`config.mk`:
```
export PLATFORM = sky130hd
export DESIGN_NAME = instr_loader
export DESIGN_NICKNAME = d
export VERILOG_FILES = /design/src/rtl/instr_loader.sv
export SDC_FILE = /design/constraint.sdc
export NUM_CORES = 1
export LEC_CHECK = 0
export CAP_MARGIN = 0
export CORE_AREA = 3 3 76 78
export DETAILED_ROUTE_END_ITERATION = 8
export DIE_AREA = 0 0 79 81
export DONT_BUFFER_PORTS = 1
export HOLD_SLACK_MARGIN = 0.15
export PLACE_DENSITY_LB_ADDON = 0.12
export SLEW_MARGIN = 20
export SYNTH_ARGS = -nofsm -noshare
export SYNTH_HDL_FRONTEND = slang
export SYNTH_SLANG_ARGS = --single-unit
```
`constraint.sdc`:
```
create_clock -name clk -period 1.6 [get_ports clk]
set_input_delay 0.24 -clock clk [delete_from_list [all_inputs] [get_ports clk]]
set_output_delay 0.24 -clock clk [all_outputs]
set_load 0.01 [all_outputs]
```
`src/rtl/instr_loader.sv`:
```
// Boot-time program loader: encodes symbolic instruction beats into 9-bit words
// and writes them to instruction memory from address 0. Optional macro: LOADER_CHECKSUM_EN.
module instr_loader #(
  parameter int unsigned AW = 10
) (
  input  logic          clk,
  input  logic          reset,
  input  logic          start,
  input  logic          in_valid,
  output logic          in_ready,
  input  logic [3:0]    in_opcode,
  input  logic [2:0]    in_ra,
  input  logic [1:0]    in_rb,
  input  logic [4:0]    in_imm,
  input  logic          in_last,
  output logic          im_we,
  output logic [AW-1:0] im_addr,
  output logic [8:0]    im_wdata,
  output logic          cpu_hold,
  output logic          done,
  output logic          err,
  output logic [AW:0]   count,
  output logic [8:0]    checksum
);

  localparam int unsigned CW        = AW + 1;
  localparam int unsigned WW        = 9;
  localparam int unsigned MAX_WORDS = 2 ** AW;

  typedef enum logic [1:0] {IDLE, LOAD, DONE, ERR} state_t;

  state_t        state, state_d;
  logic          in_ready_d, im_we_d, cpu_hold_d, done_d, err_d;
  logic [AW-1:0] im_addr_d;
  logic [WW-1:0] im_wdata_d;
  logic [CW-1:0] count_d;
  logic [4:0]    operand_c;
  logic          legal_c;
  logic [WW-1:0] word_c;
  logic          accept_c;
  logic          full_c;

  // Opcode classification and operand selection
  always_comb begin
    operand_c = 5'd0;
    legal_c   = 1'b1;
    unique case (in_opcode)
      4'b0001, 4'b0010, 4'b0111,
      4'b1000, 4'b1010, 4'b1011: operand_c = in_imm;
      4'b0000, 4'b0011, 4'b0100,
      4'b0101, 4'b0110, 4'b1100,
      4'b1101:                   operand_c = {in_ra, in_rb};
      4'b1111:                   operand_c = 5'd0;
      default:                   legal_c   = 1'b0;
    endcase
  end

  assign word_c   = {in_opcode, operand_c};
  assign accept_c = in_valid && in_ready && (state == LOAD);
  assign full_c   = (count == CW'(MAX_WORDS));

`ifdef LOADER_CHECKSUM_EN
  logic [WW-1:0] checksum_q, checksum_d;
  assign checksum = checksum_q;
`else
  assign checksum = WW'(0);
`endif

  always_ff @(posedge clk or negedge reset) begin
    if (!reset) begin
      state      <= IDLE;
      in_ready   <= 1'b0;
      im_we      <= 1'b0;
      im_addr    <= '0;
      im_wdata   <= '0;
      cpu_hold   <= 1'b1;
      done       <= 1'b0;
      err        <= 1'b0;
      count      <= '0;
`ifdef LOADER_CHECKSUM_EN
      checksum_q <= '0;
`endif
    end else begin
      state      <= state_d;
      in_ready   <= in_ready_d;
      im_we      <= im_we_d;
      im_addr    <= im_addr_d;
      im_wdata   <= im_wdata_d;
      cpu_hold   <= cpu_hold_d;
      done       <= done_d;
      err        <= err_d;
      count      <= count_d;
`ifdef LOADER_CHECKSUM_EN
      checksum_q <= checksum_d;
`endif
    end
  end

  // Next state and registered-output values; done/cpu_hold release the cycle after the final write
  always_comb begin
    state_d    = state;
    in_ready_d = in_ready;
    im_we_d    = 1'b0;
    im_addr_d  = im_addr;
    im_wdata_d = im_wdata;
    cpu_hold_d = cpu_hold;
    done_d     = done;
    err_d      = err;
    count_d    = count;
`ifdef LOADER_CHECKSUM_EN
    checksum_d = checksum_q;
`endif
    unique case (state)
      LOAD: begin
        in_ready_d = 1'b1;
        cpu_hold_d = 1'b1;
        if (accept_c) begin
          if (!legal_c || full_c) begin
            state_d    = ERR;
            err_d      = 1'b1;
            in_ready_d = 1'b0;
          end else begin
            im_we_d    = 1'b1;
            im_addr_d  = count[AW-1:0];
            im_wdata_d = word_c;
            count_d    = count + CW'(1);
`ifdef LOADER_CHECKSUM_EN
            checksum_d = checksum_q ^ word_c;
`endif
            if (in_last) begin
              state_d    = DONE;
              in_ready_d = 1'b0;
            end
          end
        end
      end
      default: begin
        in_ready_d = 1'b0;
        cpu_hold_d = (state != DONE);
        done_d     = (state == DONE);
        err_d      = (state == ERR);
        if (start) begin
          state_d    = LOAD;
          in_ready_d = 1'b1;
          cpu_hold_d = 1'b1;
          done_d     = 1'b0;
          err_d      = 1'b0;
          count_d    = '0;
          im_addr_d  = '0;
`ifdef LOADER_CHECKSUM_EN
          checksum_d = '0;
`endif
        end
      end
    endcase
  end

endmodule

```
-- Yosys cells after proc, flatten, opt, wreduce, memory -nomap -nowiden
Index checks and enable logic that the tools add are counted.
- flip-flop bits (word level): 37
- bits of input ports: 19
- output and inout bits: 44
- word-level logic and storage cells: 76
- $add $sub $neg: 1
- equal/unequal tests: 22
- multiplexer cells: 30
- bitwise gates (word level): 1
- reduce and logical (&&, ||, !) cells: 13
- operators with widths (operator ; number):
    2-to-1 mux 11 bit ; 4
    2-to-1 mux 10 bit ; 4
    equality test 4 bit, second input constant ; 6
    equality test 4 x 3 -> 1 bit, second input constant ; 4
    2-to-1 mux 1 bit ; 16
    OR reduction 14 bit ; 1
    adder 11 x 1 -> 11 bit, second input constant ; 1
    equality test 11 bit, second input constant ; 1
    2-to-1 mux 2 bit ; 5
    one-hot mux 5 bit (2 select lines) ; 1
    AND reduction 3 bit ; 3
    equality test 4 x 2 -> 1 bit, second input constant ; 2
    OR reduction 7 bit ; 1
    inequality test 2 bit, second input constant ; 3
    OR reduction 6 bit ; 1
    equality test 2 bit, second input constant ; 2
    equality test 4 x 1 -> 1 bit, second input constant ; 1
    zero test 4 bit ; 1
    inequality test 3 x 2 -> 1 bit, second input constant ; 1
    equality test 2 x 1 -> 1 bit, second input constant ; 1
    logical AND 1 bit ; 2
    inequality test 2 x 1 -> 1 bit, second input constant ; 1
    AND reduction 2 bit ; 1
    nonzero test 2 bit ; 1
    3 further kinds ; 3

-- Logic depth before layout (Yosys ltp)
- word-level depth: 8
- depth in mapped cells: 10
- depth with buffers taken out: 8

-- Worst setup path after synthesis
No wires, ideal clock.
- path type: register -> register
- start point: register count[0]
- end point: register im_wdata[0]
- setup time: 0.126 ns
- arrival time: 1.697 ns
- required time: 1.474 ns
- slack: -0.223 ns
- cell stages (with the launch flop): 11
- path buffers: 2
- period minus slack after synthesis: 1.823 ns
- path through: dfrtp_1 > inv_1 > ha_1 > nor4b_1 > nand3_1 > nand2_1 > buf_2 > inv_1 > buf_2 > nor2_1 > nor2_1
- word-level cells in the longest chain between the ends: 4
- ends and longest elaborated chain (element ; RTL line ; source):
    from (decl) ; 22 ; output logic [AW:0] count,
    from (signal assigned) ; 92 ; count <= count_d;
    equality test 11 bit ; 60 ; assign full_c = (count == CW'(MAX_WORDS));
    logical OR 1 bit ; 118 ; if (!legal_c || full_c) begin
    inverter 1 bit (no line) ; -- ;
    AND reduction 3 bit (no line) ; -- ;
    to (signal assigned) ; 88 ; im_wdata <= im_wdata_d;
    to (decl) ; 18 ; output logic [8:0] im_wdata,
Every way passes these cells.
A chain may end at the register's enable or synchronous reset.

-- Final worst setup path
- start point: register state[1]
- end point: register count[8]
- word-level cells in the longest chain between the ends: 4
- elaborated cells on any way between the ends: 7
- classes of those cells: eq/ne (3); mux (1); reduce/logical (3)
- ends and longest elaborated chain (element ; RTL line ; source):
    from (decl) ; 32 ; state_t state, state_d;
    from (signal assigned) ; 84 ; state <= state_d;
    equality test 2 x 1 -> 1 bit (*) ; 59, 113 ;
    logical AND 1 bit ; 59 ; assign accept_c = in_valid && in_ready && (state == LOAD);
    inequality test 2 bit (no line) ; -- ;
    AND reduction 3 bit (no line) ; -- ;
Every way passes the cells marked *; elsewhere a longest branch is shown, timed or not.

==> flow_summary.json <==
{
  "num_io_pins": 63,
  "placed_area_sq_mm": 0.00207,
  "wire_per_inst_um": 16.7,
  "period_needed_ns": 1.75,
  "finalWorstSetupSlack_ns": -0.154,
  "power_density_mw_per_mm2": 1310,
  "final_util_pct": 53.9,
  "grt_pass1_wl_um": 8170,
  "worstMarginPinSlew_ns": 1.21,
  "critPathMaxStageDelay_ns": 0.38,
  "clockBufferDepth": 2,
  "num-nets-final": 275,
  "yosys.area.top_type": "dfrtp_1",
  "instances_no_fill": 325,
  "cp_slowest_cell": "dfrtp_1",
  "vias": 1650,
  "first_iter_violations": 109,
  "grt_remaining_overflow": 0,
  "rr_worst_depth": 7,
  "p_int_mw": 2.28,
  "clk_pin_slew_worst_paths_ns": 0.07,
  "skew_ns": 0.00661,
  "endpoint_kind": "flip-flop",
  "track_usage_pct": 16.4,
  "violations": "setup timing",
  "drive_gt1_share_pct": 41.2,
  "period_share_pct": 110,
  "status": "finished with violations",
  "p_clk_share_pct": 17.3,
  "yosysUniqueCellTypes": 37,
  "dr.pass1.iters": 4,
  "gp_congestion": 0.770,
  "drtAntennaViolNets": 0,
  "seq_area_sq_um": 928,
  "crit_chain": "nand4b_1 -> a311oi_2 -> nand2_2 -> buf_6 -> buf_4 -> o31ai_2 -> a21boi_2",
  "antenna_found_initial": 0,
  "portBuffers": 0,
  "slew_headroom_pct": 18.4,
  "place_inst": 287,
  "syn_to_final_growth_pct": 55.9,
  "diodes": 0,
  "required_ns": 1.77,
  "dp_hpwl_um": 3390,
  "drt_wl_total_um": 5440,
  "numCtsBuffers": 5,
  "synth_top_area_share_pct": 50.7,
  "r2r-start": "state[1]",
  "ys_ff_latch": 37,
  "reg2reg_slack_ns": -0.15,
  "fp.dieW_um": 79,
  "vdd_ir_drop_max_v": 0.000646,
  "dpl_worst_slack_ns": -0.144,
  "die_area_sq_mm": 0.00640,
  "synth_area_sq_mm": 0.00178,
  "p_leak_nw": 1.30,
  "initial_core_util_pct": 34.6,
  "power_mw": 3.63,
  "r2r_end": "count[8]",
  "rsz0062_at_grt": "yes",
  "cts_tree": "built",
  "dieHeight_um": 81,
  "placementRows": 26,
  "seq_area_frac_synth_pct": 52.2,
  "min_from": "start",
  "drc_errors": 0,
  "synth_area_leaders": "dfrtp_1, nand2_1, nand3_1",
  "finalHoldViolCount": 0,
  "min_path_cells": 3,
  "multiInputGateArea_sq_mm": 0.00100,
  "start_kind": "flip-flop",
  "syn_inst": 191,
  "p_sw_mw": 1.35,
  "grt_pass1_vias": 1625,
  "arrival_ns": 1.92,
  "drv_slew": 0,
  "yosysWarnings": 0,
  "setup_viol": 26,
  "cts_sinks": 37,
  "root_buffer": "clkbuf_8",
  "nFillCells": 467,
  "clock_latency_ns": 0.29,
  "path_class": "reg -> reg",
  "cts_max_level": 2,
  "viasPerCell": 5.08,
  "fmax_ghz": 0.570,
  "final_area_sq_mm": 0.00277,
  "core_area_sq_mm": 0.00514,
  "syn_avg_cell_area_sq_um": 9.30,
  "crit_path_max_fanout": 5,
  "hold_path_end": "count[7]",
  "grt_max_degree": 38,
  "hold_path.class": "in -> reg",
  "power.share.combinational_pct": 43.4,
  "p_sw_share_pct": 37.2,
  "seqPwrFrac_pct": 39.3,
  "drv_cap": 0
}
registers in the layout (all words and copies together) (netlist names):
name      cells
cpu_hold      1
count        11
im_addr      10
state         2
im_wdata      9
err           1
done          1
in_ready      1
im_we         1
cell type report:
class	instances	share of cell area, %
clock buffer	6	2.62
clock inverter	2	0.361
inverter	4	0.994
multi-input combinational	142	36.2
sequential	37	33.5
tap	70	3.16
timing repair buffer	64	23.2
synth_stat cells:
master	instances
xnor2_1	1
nand3_1	22
o311ai_0	1
a21boi_0	1
or3_1	2
or4_1	2
dfstp_2	1
a221oi_1	5
nand4b_1	1
mux2i_1	2
o31a_1	1
nor2b_1	2
and3_1	1
a311oi_2	1
xor2_1	2
ha_1	2
o211a_1	1
nor4bb_1	1
nand2b_1	2
nor4b_1	2
o21ai_0	8
conb_1	1
clkbuf_1	1
buf_4	9
a311oi_1	1
a22o_1	1
nand4_1	4
buf_2	6
o211ai_1	2
o31ai_1	2
nor2_1	15
a31oi_1	1
dfrtp_1	36
inv_1	4
a21boi_1	1
nand2_1	43
a21oi_1	3
what timing repair did:
action | in CTS | in global routing
hold endpoints to repair | 51 | 0
hold buffers | 19 | 0
setup endpoints to repair | 24 | 35
cloned | 0 | 2
resized for setup | 8 | 70
pin swaps | 2 | 28
setup buffers | 4 | 7
through the flow:
| step | hold WS, ns | TNS (ns) |
|---|---|---|
| 2_1_floorplan | -0.0556 | -0.659 |
| 3_3_place_gp | -0.0540 | -0.839 |
| 3_5_place_dp | -0.0544 | -0.710 |
| 4_1_cts | 0.161 | -1.40 |
| 5_1_grt | 0.180 | -5.26 |
| 6_report | 0.187 | -1.34 |
worst max-delay path, delay by kind of cell (launching register included):
kind,cells,cell delay [ns]
AO/OA/AOI/OAI,3,0.66
flip-flops,1,0.38
AND/OR/NAND/NOR,2,0.34
buffers and inverters,2,0.28
layer usage:
metal / GRT usage (%) / part of all wire, % / vias up / wire, um
met3: 4.88 / 5.4 / 5 / 295
met4: 6.19 / 0.75 / 0 / 41
met1: 19.9 / 41 / 829 / 2210
met2: 27.7 / 53 / 37 / 2900
li1: - / - / 779 / -
met5: 0 / 0 / - / 0
cells by family (layout without fill, tap and decap cells):
logic type | after synthesis | in the layout | synth area share [%]
xor+xnor | 3 | 3 | 1.48
buf+inv | 20 | 76 | 6.55
mux | 2 | 2 | 1.13
simple gates | 97 | 97 | 25.2
other cells | 1 | 9 | 0.211
flops | 37 | 37 | 52.2
compound gates | 29 | 29 | 11.8
fa+ha+maj | 2 | 2 | 1.41
power groups by stage:
stage                     registers (mW)  clock network [mW]  logic, mW
after CTS                           1.42               0.642       1.13
after detailed placement            1.43                   0      0.982
after floorplan                     1.44                   0      0.557
final                               1.42               0.628       1.57
after global placement              1.42                   0      0.958
after global routing                1.46               0.694       1.72
layout by cell type (no fill, tap or decap), types with 2 or more instances in the layout:
cell	n
nor2_1	11
o211ai_1	2
clkbuf_16	2
mux2i_1	2
nand3_2	7
buf_6	9
nand2_2	16
nand4_1	4
nand2b_1	2
buf_12	2
nor2_2	4
clkinv_2	2
xor2_1	2
buf_8	3
a221oi_4	2
dlygate4sd3_1	18
inv_2	2
nand2_1	23
conb_1	9
buf_4	30
a221oi_2	3
clkbuf_8	5
nand3_1	14
dfrtp_1	35
nand2_4	4
o21ai_0	3
nor2b_1	2
or4_4	2
or3_1	2
o21ai_1	4
a21oi_1	2
how the worst max path moves through the flow:
stage | startpoint | end | slack (ns) | depth (start not counted)
after CTS | state[1] | count[8] | -0.12 | 6
after detailed placement | state[1] | count[8] | -0.14 | 6
final | state[1] | count[8] | -0.15 | 7
after global placement | count[5] | im_wdata[1] | -0.06 | 8
after floorplan | count[0] | im_wdata[0] | -0.04 | 10
after global routing | state[1] | count[8] | -0.26 | 6
Note: power is estimated with default switching activity, not from simulation.
